`src/rtl/bft_stream_packetizer.sv`:
```
// Packs a user stream into BFT packets with credit-based flow control.
// Optional transfer counter output pkt_count enabled by PACKETIZER_STATS_EN.
module bft_stream_packetizer #(
    parameter int unsigned PACKET_BITS           = 49,
    parameter int unsigned PAYLOAD_BITS          = 32,
    parameter int unsigned NUM_LEAF_BITS         = 5,
    parameter int unsigned NUM_PORT_BITS         = 4,
    parameter int unsigned NUM_ADDR_BITS         = 7,
    parameter int unsigned FREESPACE_UPDATE_SIZE = 64
) (
    input  logic                     clk,
    input  logic                     reset,
    input  logic                     ap_start,
    input  logic [NUM_LEAF_BITS-1:0] cfg_dst_leaf,
    input  logic [NUM_PORT_BITS-1:0] cfg_dst_port,
    input  logic [PAYLOAD_BITS-1:0]  din,
    input  logic                     din_vld,
    output logic                     din_ack,
    output logic [PACKET_BITS-1:0]   dout_leaf_interface2bft,
    input  logic [PACKET_BITS-1:0]   din_leaf_bft2interface,
    output logic                     busy,
    output logic                     credit_err
`ifdef PACKETIZER_STATS_EN
    ,
    output logic [31:0]              pkt_count
`endif
);

    localparam int unsigned CREDIT_BITS = 8;
    localparam int unsigned SUM_BITS    = 16;
    localparam int unsigned MAX_CREDITS = 1 << NUM_ADDR_BITS;
    localparam int unsigned VALID_POS   = PACKET_BITS - 1;
    localparam int unsigned PORT_LSB    = PAYLOAD_BITS + NUM_ADDR_BITS;

    typedef enum logic {
        IDLE = 1'b0,
        RUN  = 1'b1
    } state_t;

    state_t                   state, state_next;
    logic [CREDIT_BITS-1:0]   credits, credits_next;
    logic [NUM_ADDR_BITS-1:0] addr, addr_next;
    logic [NUM_LEAF_BITS-1:0] leaf_q, leaf_next;
    logic [NUM_PORT_BITS-1:0] port_q, port_next;
    logic [PACKET_BITS-1:0]   dout_next;
    logic                     credit_err_next;
    logic [SUM_BITS-1:0]      credit_sum;
    logic                     xfer;
    logic                     credit_pkt;
    logic                     unused_rx_fields;

    assign busy    = (state == RUN);
    assign din_ack = (state == RUN) && (credits != '0);
    assign xfer    = din_vld & din_ack;

    // Credit returns are valid packets addressed to port 0; only honoured while running.
    assign credit_pkt = busy & din_leaf_bft2interface[VALID_POS]
                      & (din_leaf_bft2interface[PORT_LSB +: NUM_PORT_BITS] == '0);
    assign unused_rx_fields = ^din_leaf_bft2interface;

    // Next-state, credit accounting and packet formation.
    always_comb begin
        state_next      = state;
        credits_next    = credits;
        addr_next       = addr;
        leaf_next       = leaf_q;
        port_next       = port_q;
        credit_err_next = credit_err;
        dout_next       = '0;
        credit_sum      = SUM_BITS'(credits)
                        + (credit_pkt ? SUM_BITS'(FREESPACE_UPDATE_SIZE) : SUM_BITS'(0))
                        - SUM_BITS'(xfer);
        case (state)
            IDLE: begin
                if (ap_start) begin
                    state_next   = RUN;
                    leaf_next    = cfg_dst_leaf;
                    port_next    = cfg_dst_port;
                    credits_next = CREDIT_BITS'(MAX_CREDITS);
                    addr_next    = '0;
                end
            end
            RUN: begin
                if (xfer) begin
                    dout_next = PACKET_BITS'({1'b1, leaf_q, port_q, addr, din});
                    addr_next = addr + NUM_ADDR_BITS'(1);
                end
                if (credit_sum > SUM_BITS'(MAX_CREDITS)) begin
                    credits_next    = CREDIT_BITS'(MAX_CREDITS);
                    credit_err_next = 1'b1;
                end else begin
                    credits_next = CREDIT_BITS'(credit_sum);
                end
            end
            default: state_next = IDLE;
        endcase
    end

    always_ff @(posedge clk) begin
        if (reset) begin
            state                   <= IDLE;
            credits                 <= '0;
            addr                    <= '0;
            leaf_q                  <= '0;
            port_q                  <= '0;
            credit_err              <= 1'b0;
            dout_leaf_interface2bft <= '0;
        end else begin
            state                   <= state_next;
            credits                 <= credits_next;
            addr                    <= addr_next;
            leaf_q                  <= leaf_next;
            port_q                  <= port_next;
            credit_err              <= credit_err_next;
            dout_leaf_interface2bft <= dout_next;
        end
    end

`ifdef PACKETIZER_STATS_EN
    // Transfers only happen in RUN, so the count naturally holds in IDLE.
    always_ff @(posedge clk) begin
        if (reset) begin
            pkt_count <= '0;
        end else if (xfer) begin
            pkt_count <= pkt_count + 32'd1;
        end
    end
`endif

endmodule

```
`config.mk`:
```
export PLATFORM = sky130hd
export DESIGN_NAME = bft_stream_packetizer
export DESIGN_NICKNAME = d
export VERILOG_FILES = /design/src/rtl/bft_stream_packetizer.sv
export SDC_FILE = /design/constraint.sdc
export NUM_CORES = 1
export LEC_CHECK = 0
export CAP_MARGIN = 25
export CORE_UTILIZATION = 40
export DETAILED_ROUTE_END_ITERATION = 10
export PLACE_DENSITY = 0.8
export SYNTH_ARGS = -nofsm -noshare
export SYNTH_HDL_FRONTEND = slang
export SYNTH_SLANG_ARGS = --single-unit
```
`constraint.sdc`:
```
create_clock -name clk -period 5.5 [get_ports clk]
set_clock_uncertainty 0.05 [all_clocks]
set_input_delay 1.375 -clock clk [delete_from_list [all_inputs] [get_ports clk]]
set_output_delay 1.375 -clock clk [all_outputs]
set_load 0.005 [all_outputs]
```
======== Word-level counts from Yosys, hierarchy flattened ========
Cells that the tools add are included.
storage, ports and cells
  output and inout port bits .............. 52
  word-level logic and storage cells ...... 37
  register bits ........................... 75
  input port bits ......................... 94
cells by class
  multiplexer cells ....................... 10
  reductions and logical operators ........ 8
  $add $sub $neg .......................... 3
  equality and inequality tests ........... 2
  bitwise operators ....................... 5
  magnitude comparators ................... 1
operators by type and width
  kind                                                 number
  two-way mux 49 bit                                   1
  two-way mux 7 bit                                    3
  > comparator 16 x 8 -> 1 bit, second input constant  1
  two-way mux 8 bit                                    2
  case mux 8 bit (2 select lines)                      1
  case mux 7 bit (2 select lines)                      1
  subtractor 9 x 1 -> 10 bit                           1
  adder 8 x 7 -> 9 bit                                 1
  nonzero test 8 bit                                   1
  adder 7 x 1 -> 7 bit, second input constant          1
  AND reduction 2 bit                                  3
  zero test 4 bit                                      1
  AND 1 bit                                            3
  OR reduction 3 bit                                   1
  two-way mux 1 bit                                    2
  != test 2 x 1 -> 1 bit, second input constant        1
  != test 2 bit, second input constant                 1
  inverter 1 bit                                       2
  OR reduction 2 bit                                   1
  logical AND 1 bit                                    1

======== Longest topological paths before layout ========
Gate-level depths: netlist of run 1.
  word-level depth ........................ 8
  depth in mapped cells ................... 15
  mapped depth without buffers ............ 15

======== Least setup slack after synthesis of run 1 ========
OpenSTA, ideal clock, no wires.
  path kind ............................... input to register
  start point ............................. input port din_vld
  end point ............................... register credits[5]
  buffers on the path ..................... 0
  arrival time ............................ 3.742 ns
  stages on the path ...................... 14
  setup time .............................. 0.084 ns
  required time ........................... 5.366 ns
  slack ................................... 1.624 ns
  path through ............................ inv_1 > a311o_1 > inv_1 > ha_1 > inv_1 > ha_1 > inv_1 > fa_1 > o21bai_1 > a21oi_1 > o311a_4 > nor4_4 > nand3_2 > o31ai_2
on the way
  cells in the longest elaborated chain, start to end .. 5
RTL lines
  what                               line  source
  start, declared                    17    input logic din_vld,
  AND 1 bit *                        54    assign xfer = din_vld & din_ack;
  net xfer                           48    logic xfer;
  subtractor 9 x 1 -> 10 bit *       72    - SUM_BITS'(xfer);
  > comparator 16 x 8 -> 1 bit       88    if (credit_sum > SUM_BITS'(MAX_CREDITS)) begin
  two-way mux 8 bit *                88
  case mux 8 bit (2 select lines) *  73    case (state)
  end signal, assigned               110   credits <= credits_next;
  end, declared                      41    logic [CREDIT_BITS-1:0] credits, credits_next;
The timed path passes the listed nets; every way through them passes the cells marked *.
A chain may end at the register's enable or synchronous reset.

======== Worst setup path in the final report of run 1 ========
  start point ............................. input port din_vld
  end point ............................... register credits[6]
Same word-level chain as after synthesis.

==> qor.yml, run 1 <==
drtIter0Drc: 65
critical_path_class: "in2reg"
synth_edf_count: 0
routedWlPerCell_um: 12.1
ys.flop_type: "dfxtp_1"
initial_core_util_pct: 41.3
period_minus_slack_ns: 4.38
fp.dieH_um: 85.5
rsz0062_at_grt: "false"
endpoint_kind: "flip-flop"
cp.required_ns: 5.69
cts.sinks: 75
h-tree-depth: 3
p_switching_uw: 281
drive_above_1_share_pct: 7.29
peakVddDrop_v: 0.000137
setup_viol: 0
yosys_warnings: 0
gp_congestion: 0.775
avgSynthCellArea_um2: 10.1
grt_start_max_net_pins: 50
die_w_um: 85.5
p_int_uw: 896
pre_cts_ws_ns: 0.771
hold_viol_final: 0
worst_slack_ns: 1.12
synth_area_leader_cell: "dfxtp_1"
cts.path.max_buffers: 2
yosys_register_bits: 75
cts_setup_buffers: 0
placementRows: 30
drt_wl_total_mm: 5.62
drc: 0
combPwrFrac_pct: 12.4
ys_seq_area_share_pct: 53.8
holdBufCountCts: 0
antenna_found_initial: 0
ys_types: 42
postSynth.asyncResetShare_pct: 0
dp_hpwl_mm: 4.17
drtPass1Iterations: 4
power.leakage_uw: 0.00161
cts_resized: 0
cap_violations: 0
num_vias: 2153
cts_tree: "yes"
insertion_delay_ns: 0.34
track_usage_pct: 16.1
synthToLayoutAreaGrowth_pct: 46.8
n_antenna_cell: 0
synth_top_area_share_pct: 53.8
grt_pass1_wl_mm: 9.14
p_per_area_mw_per_mm2: 287
io_buffers: 101
synthCells: 276
tightest_slew_ns: 0.859
seqPwrFrac_pct: 47.8
cp-start-kind: "primary input"
final_max_slew_viol_count: 0
max_freq_mhz: 228
path_max_fanout: 5
crit_arrival_ns: 4.57
fillerInstances: 564
ant_nets: 0
grt_overflow: 0
hold_class: "reg2reg"
die_area_mm2: 0.00731
netlist_area_mm2: 0.00279
startpoint: "din_vld"
synthTopCellsByArea: "dfxtp_1 54%, and2_1 11%, ha_1 6.3%, nand2_1 4.6%, inv_1 2.7%"
synth_nets: 385
finalCritPeriodShare_pct: 79.6
synthMostInstantiatedCell: "dfxtp_1"
nets: 488
path_clk_slew_ns: 0.08
clock_power_share_pct: 39.8
vias_per_cell: 4.64
tns_ns: 0
synthTopCellsByCount: "75 x dfxtp_1, 48 x and2_1, 34 x nand2_1"
min_from: "leaf_q[1]"
cts_inserted_buffers: 9
core_area_mm2: 0.00676
cts-root-buf: "clkbuf_8"
timing.rr.start: "credits[1]"
switching_share_pct: 23.9
slew_headroom_pct: 42.3
io_pins: 146
grt_pass1_vias: 2013
outcome: "finished, final reports clean"
[critical path: stages]
cell and delay [ns]:
clkdlybuf4s50_1 0.40, inv_1 0.07, a311o_1 0.23, inv_1 0.12, ha_1 0.20, inv_1 0.05, ha_1 0.17, inv_1 0.06
fa_1 0.39, o21bai_1 0.17, a21oi_1 0.15, o311a_4 0.39, nor4_4 0.37, nand3_2 0.17, o31ai_1 0.25
[logic make-up after synthesis]
logic type / synth area share, %
mux: 0.404
compound gates: 9.46
fa+ha+maj: 7.00
simple gates: 22.1
xor+xnor: 3.14
flops: 53.8
buf+inv: 4.08
[registers in the layout, indices dropped and copies added, names as in the netlist]
signal                   flops
port_q                       4
dout_leaf_interface2bft     49
credit_err                   1
leaf_q                       5
credits                      8
busy                         1
addr                         7
[layer usage]
layer | up-vias | GRT usage, % | wire [um] | share of wire, %
met2 | 76 | 27.1 | 2770 | 49
li1 | 1105 | - | - | -
met3 | 11 | 3.56 | 330 | 5.9
met4 | 0 | 9.09 | 104 | 1.8
met1 | 961 | 19.0 | 2410 | 43
met5 | - | 0 | 0 | 0
[cell type report]
cell class,instances,area (um2),area share [%]
sequential,75,1500,36.7
timing repair buffer,102,1020,24.9
inverter,20,75.1,1.83
clock inverter,7,98.8,2.41
tap,80,100,2.44
multi-input combinational,171,1180,28.8
clock buffer,9,124,3.02
[power groups by stage]
stage	sequential [uW]	combinational [uW]	clock, uW
2_1_floorplan	573	82.5	0
3_3_place_gp	575	142	0
3_5_place_dp	575	146	0
4_1_cts	563	147	479
5_1_grt	564	162	505
6_report	562	146	468
[per-stage QoR]
stage	std cells	power [uW]	instance area, um2	hold WS, ns	utilization, %
finish	464	1180	4100	0.397	60.6
global route	464	1230	4100	0.427	60.6
CTS	464	1190	4100	0.400	60.6
detailed placement	448	721	3870	0.392	57.3
global placement	448	717	3870	0.386	57.3
floorplan	276	656	2790	0.380	-
[placed cells by master (no fill, tap or decap), types with 3 or more instances in the layout]
cell type,n
ha_1,14
xor2_1,7
clkdlybuf4s50_1,101
nor2_1,8
and4_1,3
nor2b_1,3
xnor2_1,3
clkbuf_8,9
and2_1,48
nand2_1,34
nand3_1,3
o21ai_1,5
a21oi_1,11
dfxtp_1,75
inv_1,20
[final timing paths]
check | to | slack (ns) | depth (start not counted)
worst max register to register | credits[6] | 1.81 | 14
worst max-delay path | credits[6] | 1.12 | 15
worst min register to register | dout_leaf_interface2bft[44] | 0.40 | 1
worst min-delay path | dout_leaf_interface2bft[44] | 0.40 | 1
(Power assumes the default switching activity.)
==> inputs of run 2 (changes only) <==
- CORE_UTILIZATION: 40 -> 39
- PLACE_DENSITY: 0.8 -> 0.78
- clock period: 5.5 -> 4.5 ns (I/O delays scaled with it)
==> qor.yml, run 2 (same netlist as run 1, synthesis figures left out) <==
reg2reg_depth: 14
hold_class: "reg2reg"
slew_headroom_pct: 51.5
drive_above_1_share_pct: 7.53
tns_ns: 0
r2r-end: "credits[3]"
die_w_um: 86.6
worstHoldEndpoint: "dout_leaf_interface2bft[45]"
setup_viol: 0
cts_resized: 0
crit_arrival_ns: 4.11
gp_congestion: 0.817
h-tree-depth: 3
clock_power_share_pct: 39.0
track_usage_pct: 16.0
core_area_mm2: 0.00687
cp.required_ns: 4.72
p_per_area_mw_per_mm2: 345
ant_nets: 0
cts_setup_buffers: 0
initial_core_util_pct: 40.6
io_buffers: 101
peakVddDrop_v: 0.000192
max_freq_mhz: 257
cts_tree: "yes"
p_switching_uw: 319
outcome: "finished, final reports clean"
cp-start-kind: "primary input"
placementRows: 30
cts.sinks: 75
finalCritPeriodShare_pct: 86.6
tightest_slew_ns: 0.722
routedWlPerCell_um: 12.0
grt_pass1_wl_mm: 9.24
p_int_uw: 1100
top_regs: "dout_leaf_interface2bft (49), credits (8), addr (7)"
die_area_mm2: 0.00750
r2r_setup_slack_ns: 1.02
layout_commonest_cell: "clkdlybuf4s50_1"
dp_hpwl_mm: 4.37
critical_path_class: "in2reg"
power.leakage_uw: 0.00162
n_antenna_cell: 0
holdBufCountCts: 0
largest_register: "dout_leaf_interface2bft"
cap_violations: 0
largest_reg_flops: 49
path_clk_slew_ns: 0.08
drt_wl_total_mm: 5.76
drtIter0Drc: 68
grt_start_max_net_pins: 50
cts_inserted_buffers: 9
seqPwrFrac_pct: 48.4
drc: 0
io_pins: 146
cts.path.max_buffers: 2
final_max_slew_viol_count: 0
min_from: "leaf_q[2]"
fillerInstances: 607
fp.dieH_um: 86.6
num_vias: 2177
path_max_fanout: 5
vias_per_cell: 4.53
period_minus_slack_ns: 3.90
drtPass1Iterations: 4
antenna_found_initial: 0
layout_common_cells: "101 x clkdlybuf4s50_1, 75 x dfxtp_1, 48 x and2_1, 34 x nand2_1, 20 x inv_1"
synthToLayoutAreaGrowth_pct: 47.8
switching_share_pct: 22.4
rsz0062_at_grt: "false"
hold_slack_ns: 0.389
endpoint_kind: "flip-flop"
timing.rr.start: "credits[1]"
hold_depth: 1
cts-root-buf: "clkbuf_8"
combPwrFrac_pct: 12.6
grt_pass1_vias: 2099
nets: 490
grt_overflow: 0
insertion_delay_ns: 0.35
hold_viol_final: 0
[run 2: cell count changes in the layout (fill, tap and decap cells not counted), sizes merged]
cell    delta
inv        -2
buf        +2
clkbuf     +1
[run 2: critical path, stage by stage]
cell             delay, ns
clkdlybuf4s50_1       0.40
inv_1                 0.07
a311o_1               0.13
inv_1                 0.08
ha_1                  0.18
inv_1                 0.06
ha_1                  0.16
inv_1                 0.06
fa_1                  0.39
o21bai_1              0.15
a21oi_1               0.12
o311a_4               0.38
nor4_4                0.36
o2111ai_2             0.25
o21ai_1               0.19
[run 2: layer usage]
metal	track usage [%]	share of wire (%)	vias up	routed length, um
met5	0	0	-	0
met2	27.1	49	68	2850
met4	9.55	1.8	0	105
met3	4.29	6.5	10	376
li1	-	-	1105	-
met1	18.0	42	994	2430
[run 2: how the worst max path moves through the flow]
| stage | startpoint | to | slack, ns | cells after the start |
|---|---|---|---|---|
| CTS | din_vld | credits[3] | 0.57 | 15 |
| floorplan | din_vld | credits[5] | 0.87 | 14 |
| global placement | din_vld | credits[3] | 0.28 | 15 |
| global route | din_vld | credits[3] | 0.38 | 15 |
| finish | din_vld | credits[3] | 0.60 | 15 |
| detailed placement | din_vld | credits[3] | 0.21 | 15 |
[run 2: layout make-up]
class                      count  area [um2]  area share (%)
inverter                      20        75.1            1.82
clock buffer                  10         138            3.34
timing repair buffer         104        1030            25.1
tap                           96         120            2.91
sequential                    75        1500            36.4
clock inverter                 5        77.6            1.88
multi-input combinational    171        1180            28.6
[run 2: power by group through the flow]
| stage | registers (uW) | clock network [uW] | logic [uW] |
|---|---|---|---|
| after floorplan | 701 | 0 | 101 |
| after global placement | 703 | 0 | 176 |
| after detailed placement | 703 | 0 | 180 |
| after CTS | 688 | 569 | 181 |
| after global routing | 690 | 596 | 196 |
| final | 688 | 555 | 179 |
[run 2: through the flow]
| stage | setup slack, ns | cell area [um2] | util, % | std cells | total power, uW |
|---|---|---|---|---|---|
| global route | 0.375 | 4120 | 60.0 | 481 | 1480 |
| finish | 0.604 | 4120 | 60.0 | 481 | 1420 |
| detailed placement | 0.210 | 3910 | 56.9 | 466 | 884 |
| global placement | 0.278 | 3910 | 56.9 | 466 | 879 |
| floorplan | 0.874 | 2790 | - | 276 | 802 |
| CTS | 0.566 | 4120 | 60.0 | 481 | 1440 |
==> inputs of run 3 (changes only) <==
- CTS_CLUSTER_DIAMETER: not set -> 30
==> results of run 3 <==
No change in the layout: final DEF, timing and power equal those of run 2.
